`src/rtl/uart_receiver.sv`:
```
// UART receiver: 2-flop RX synchroniser, mid-bit sampling FSM, and a one-entry valid/ready holding register.
// Define UART_RX_PARITY_EN to add an even-parity bit between the data bits and the stop bit.
module uart_receiver #(
    parameter int CLKS_PER_BIT = 52
) (
    input  logic       CLK,
    input  logic       RST_N,
    input  logic       RX,
    output logic [7:0] data,
    output logic       valid,
    input  logic       ready,
    output logic       frame_err,
    output logic       overrun,
    output logic       busy
);

    localparam int CW = $clog2(CLKS_PER_BIT);
    localparam logic [CW-1:0] CNT_MAX  = CW'(CLKS_PER_BIT - 1);
    localparam logic [CW-1:0] CNT_HALF = CW'(CLKS_PER_BIT / 2 - 1);

    typedef enum logic [2:0] {
        S_IDLE,
        S_START,
        S_DATA,
        S_PARITY,
        S_STOP,
        S_BREAK
    } state_t;

    state_t          state_q, state_d;
    logic            sync1_q, sync2_q;
    logic            rx_s;
    logic [CW-1:0]   cnt_q, cnt_d;
    logic [2:0]      bit_idx_q, bit_idx_d;
    logic [7:0]      shift_q, shift_d;
    logic [7:0]      data_q, data_d;
    logic            valid_q, valid_d;
    logic            frame_err_q, frame_err_d;
    logic            overrun_q, overrun_d;
    logic            wrap;
    logic            half;
    logic            cnt_clr, cnt_inc, shift_en, stop_smp, par_smp;
    logic            par_bad;
    logic            byte_ok, frame_bad;

    assign rx_s = sync2_q;
    assign wrap = (cnt_q == CNT_MAX);
    assign half = (cnt_q == CNT_HALF);

    // Synchronisers idle high so a reset never looks like a start bit by itself.
    always_ff @(posedge CLK or negedge RST_N) begin
        if (!RST_N) begin
            sync1_q <= 1'b1;
            sync2_q <= 1'b1;
        end else begin
            sync1_q <= RX;
            sync2_q <= sync1_q;
        end
    end

    always_ff @(posedge CLK or negedge RST_N) begin
        if (!RST_N) begin
            state_q <= S_IDLE;
        end else begin
            state_q <= state_d;
        end
    end

    always_comb begin
        state_d = state_q;
        case (state_q)
            S_IDLE: begin
                if (!rx_s) state_d = S_START;
            end
            S_START: begin
                if (half) state_d = rx_s ? S_IDLE : S_DATA;
            end
            S_DATA: begin
                if (wrap && (bit_idx_q == 3'd7)) begin
`ifdef UART_RX_PARITY_EN
                    state_d = S_PARITY;
`else
                    state_d = S_STOP;
`endif
                end
            end
`ifdef UART_RX_PARITY_EN
            S_PARITY: begin
                if (wrap) state_d = S_STOP;
            end
`endif
            S_STOP: begin
                if (wrap) state_d = rx_s ? S_IDLE : S_BREAK;
            end
            S_BREAK: begin
                if (rx_s) state_d = S_IDLE;
            end
            default: state_d = S_IDLE;
        endcase
    end

    always_comb begin
        cnt_clr  = 1'b0;
        cnt_inc  = 1'b0;
        shift_en = 1'b0;
        par_smp  = 1'b0;
        stop_smp = 1'b0;
        busy     = (state_q != S_IDLE);
        case (state_q)
            S_IDLE:   cnt_clr = 1'b1;
            S_START: begin
                cnt_clr = half;
                cnt_inc = !half;
            end
            S_DATA: begin
                cnt_inc  = 1'b1;
                shift_en = wrap;
            end
            S_PARITY: begin
                cnt_inc = 1'b1;
                par_smp = wrap;
            end
            S_STOP: begin
                cnt_inc  = 1'b1;
                stop_smp = wrap;
            end
            S_BREAK:  cnt_clr = 1'b1;
            default:  cnt_clr = 1'b1;
        endcase
    end

    always_comb begin
        cnt_d = cnt_q;
        if (cnt_clr) begin
            cnt_d = '0;
        end else if (cnt_inc) begin
            cnt_d = wrap ? '0 : cnt_q + CW'(1);
        end
    end

    always_comb begin
        bit_idx_d = bit_idx_q;
        shift_d   = shift_q;
        if (state_q == S_START) begin
            bit_idx_d = 3'd0;
        end else if (shift_en) begin
            bit_idx_d = bit_idx_q + 3'd1;
            shift_d   = {rx_s, shift_q[7:1]};
        end
    end

`ifdef UART_RX_PARITY_EN
    logic par_err_q, par_err_d;

    // Even parity: data bits plus parity bit must XOR to zero.
    always_comb begin
        par_err_d = par_err_q;
        if (state_q == S_START) begin
            par_err_d = 1'b0;
        end else if (par_smp) begin
            par_err_d = (^shift_q) ^ rx_s;
        end
    end

    always_ff @(posedge CLK or negedge RST_N) begin
        if (!RST_N) begin
            par_err_q <= 1'b0;
        end else begin
            par_err_q <= par_err_d;
        end
    end

    assign par_bad = par_err_q;
`else
    assign par_bad = 1'b0;
`endif

    assign byte_ok   = stop_smp && rx_s && !par_bad;
    assign frame_bad = stop_smp && !(rx_s && !par_bad);

    // A completing byte may replace the held one only if it is consumed on the same edge.
    always_comb begin
        data_d      = data_q;
        valid_d     = valid_q;
        overrun_d   = 1'b0;
        frame_err_d = frame_bad;
        if (byte_ok) begin
            if (!valid_q || ready) begin
                data_d  = shift_q;
                valid_d = 1'b1;
            end else begin
                overrun_d = 1'b1;
            end
        end else if (valid_q && ready) begin
            valid_d = 1'b0;
        end
    end

    always_ff @(posedge CLK or negedge RST_N) begin
        if (!RST_N) begin
            cnt_q       <= '0;
            bit_idx_q   <= 3'd0;
            shift_q     <= 8'h00;
            data_q      <= 8'h00;
            valid_q     <= 1'b0;
            frame_err_q <= 1'b0;
            overrun_q   <= 1'b0;
        end else begin
            cnt_q       <= cnt_d;
            bit_idx_q   <= bit_idx_d;
            shift_q     <= shift_d;
            data_q      <= data_d;
            valid_q     <= valid_d;
            frame_err_q <= frame_err_d;
            overrun_q   <= overrun_d;
        end
    end

    assign data      = data_q;
    assign valid     = valid_q;
    assign frame_err = frame_err_q;
    assign overrun   = overrun_q;

endmodule

```
`config.mk`:
```
export PLATFORM = sky130hd
export DESIGN_NAME = uart_receiver
export DESIGN_NICKNAME = d
export VERILOG_FILES = /design/src/rtl/uart_receiver.sv
export SDC_FILE = /design/constraint.sdc
export NUM_CORES = 1
export LEC_CHECK = 0
export BUFFER_PORTS_ARGS = -buffer_cell sky130_fd_sc_hd__buf_4
export CAP_MARGIN = 20
export CELL_PAD_IN_SITES_DETAIL_PLACEMENT = 0
export CELL_PAD_IN_SITES_GLOBAL_PLACEMENT = 2
export CORE_MARGIN = 1.5
export CORE_UTILIZATION = 42
export DETAILED_ROUTE_END_ITERATION = 10
export PLACE_DENSITY_LB_ADDON = 0.1
export SYNTH_ARGS = -nofsm -noshare
export SYNTH_HDL_FRONTEND = slang
export SYNTH_SLANG_ARGS = --single-unit
export TNS_END_PERCENT = 20
```
`constraint.sdc`:
```
create_clock -name CLK -period 2.97 [get_ports CLK]
set_input_delay 0.891 -clock CLK [delete_from_list [all_inputs] [get_ports CLK]]
set_output_delay 0.891 -clock CLK [all_outputs]
set_load 0.005 [all_outputs]
```
==> impl_metrics.tcl <==
set metrics [dict create \
    outcome "complete, no violations" \
    finalPower_mw 0.962 \
    die_w_um 61.9 \
    cts_resized 0 \
    fmaxAchievable_mhz 444 \
    power_leakage_nw 0.810 \
    rsz0062_at_grt "no" \
    cts_tree "yes" \
    grt_pass1_vias 854 \
    post_cts_buffers 0 \
    hold_start "sync1_q$_DFF_PN1_" \
    htreeDepth 2 \
    required_ps 2080 \
    final_nets 138 \
    drive_gt1_share_pct 31.3 \
    cts.sinks 33 \
    first_iter_violations 17 \
    grt_pass1_wl_mm 3.87 \
    placed_area_mm2 0.00158 \
    finClkSkew_ps 6.92 \
    final_max_slew_viol_count 0 \
    wl_per_cell_um 13.0 \
    drc_errors 0 \
    initial_core_util_pct 43.6 \
    gp_congestion 0.757 \
    grt-ovfl-total 0 \
    core_area_mm2 0.00334 \
    synth_seq_area_share_pct 56.9 \
    setup_tns_ps 0 \
    routed_wl_mm 2.30 \
    synthesis.nets 120 \
    layoutNonFillerInstCount 177 \
    p_per_area_mw_per_mm2 590 \
    syn_inst 112 \
    ir_drop_v 0.000341 \
    fill_cells 319 \
    ctsHoldBuffers 0 \
    critPathCaptureType "primary output" \
    die_y_um 61.9 \
    clk_latency_ps 330 \
    dp.cells 169 \
    row_count 21 \
    synthesis.area_mm2 0.00146 \
    worst_slack_ps 716 \
    cts_max_path_buffers 2 \
    vias_per_cell 4.92 \
    fp.dieArea_mm2 0.00383 \
    hold_class "flip-flop to flip-flop" \
    ant_nets 0 \
    ys_async_sr_fraction_pct 100 \
    vias 870 \
    r2r_slack_ps 810 \
    finalHoldViolations 0 \
    fin_area_mm2 0.00163 \
    dp_slack_ps 701 \
    arrival_ps 1360 \
    cp_max_fo 9 \
    hpwlAfterDp_mm 1.59 \
    syn2layout_area_growth_pct 12.0 \
    drv_cap 0 \
    yosysWarnings 0 \
    critPathKind "flip-flop to primary output" \
    ys_ff_latch 33 \
    io_pins 16 \
    post-route-period-util_pct 75.9 \
    r2r-start "cnt_q[0]$_DFFE_PN0P_" \
    antenna_found_initial 0 \
    ys.flop_type "dfrtp_1" \
    avgSynthCellArea_um2 13.0 \
    track_usage_pct 14.6 \
    cts.clk_slew.worst_paths_ps 100 \
    first_pass_iters 3 \
    setup_viol 0 \
    maxSlewHeadroom_pct 47.4 \
    start_kind "flip-flop" \
    cts_root_buf "clkbuf_4" \
    grt_start_max_net_pins 34 \
    min_period_ps 2250 \
    synth_edf_count 0 \
    antenna_cells 0 \
    ys_types 35 \
    crit_start "state_q[1]$_DFFE_PN0P_" \
    worst_pin_slew_ps 788 \
    io_buffers 15 \
    cts_made_buffers 5 \
]
## final timing paths
check / depth (start not counted) / endpoint
max: 2 / busy
max reg2reg: 5 / data[4]$_DFFE_PN0P_
min in group asynchronous: 1 / frame_err$_DFF_PN0_
max in group asynchronous: 1 / sync1_q$_DFF_PN1_
min: 0 / rx_s$_DFF_PN1_
min reg2reg: 0 / rx_s$_DFF_PN1_
## registers in the layout, indices dropped and copies added (netlist names)
| signal | flops |
|---|---|
| valid | 1 |
| bit_idx_q | 3 |
| state_q | 3 |
| cnt_q | 6 |
| frame_err | 1 |
| data | 8 |
| overrun | 1 |
| shift_q | 8 |
| sync1_q | 1 |
| rx_s | 1 |
## logic make-up after synthesis
group	after synthesis	synth area share [%]
mux	17	14.3
buf+inv	6	3.69
fa+ha+maj	4	3.44
compound gates	8	3.35
flops	33	56.9
simple gates	40	15.9
xor+xnor	4	2.41
## power breakdown
group          internal (mW)  leakage [nW]  switching [mW]  total [mW]
Clock                 0.0900        0.0320           0.148       0.238
Sequential             0.498         0.439          0.0521       0.550
Combinational         0.0854         0.339          0.0879       0.173
## critical path, cell delays in order (launching register included)
cell and delay (ps):
dfrtp_1 480, or3_1 410, buf_4 140
## metal layers
metal  vias up  routed length (um)  track usage [%]
li1        422                   -                -
met1       425                1130             19.8
met2        15                1030             19.8
met3         8                  77             4.35
met4         0                  65             10.0
met5         -                   0                0
## final cells by class
| type | instances | area, um^2 | share of cell area [%] |
|---|---|---|---|
| Clock buffer | 6 | 41.3 | 2.53 |
| Clock inverter | 2 | 10.0 | 0.613 |
| Inverter | 2 | 7.51 | 0.460 |
| Multi-Input combinational cell | 73 | 574 | 35.2 |
| Sequential cell | 33 | 828 | 50.8 |
| Tap cell | 46 | 57.6 | 3.53 |
| Timing Repair Buffer | 15 | 113 | 6.90 |
## synthesized netlist by cell type (2+ instances only)
cell	n	area, um^2
dfrtp_1	31	776
mux2_2	9	101
nand2_1	8	30.0
nor2_1	7	26.3
mux2_4	5	75.1
ha_1	4	50.1
nand3_1	4	20.0
and3_1	3	18.8
xor2_1	3	26.3
a21oi_1	2	10.0
buf_4	2	15.0
dfstp_2	2	52.6
inv_1	2	7.51
mux2_1	2	22.5
nand2b_1	2	12.5
nand4_1	2	12.5
nor3_1	2	10.0
nor3b_1	2	15.0
nor3b_2	2	25.0
o21ai_0	2	10.0
or3_1	2	12.5
## placed cells by master, fill, tap and decap left out, types with 2 or more instances in the layout
master / n
dfrtp_1: 31
nor3b_1: 2
nor3b_2: 2
mux2_4: 5
a21oi_1: 2
xor2_1: 3
mux2_2: 9
clkinv_2: 2
ha_1: 4
clkbuf_4: 5
and3_1: 3
nand2b_1: 2
dfstp_2: 2
inv_1: 2
or3_1: 2
o21ai_0: 2
mux2_1: 2
nand3_1: 4
nand4_1: 2
nor2_1: 7
nor3_1: 2
buf_4: 15
nand2_1: 8
## metrics by stage
stage,util (%),hold slack (ps)
6_report,48.9,358
5_1_grt,48.9,369
4_1_cts,48.9,357
3_5_place_dp,47.4,350
3_3_place_gp,47.4,347
2_1_floorplan,-,345
Note: power is estimated with default switching activity, not from simulation.
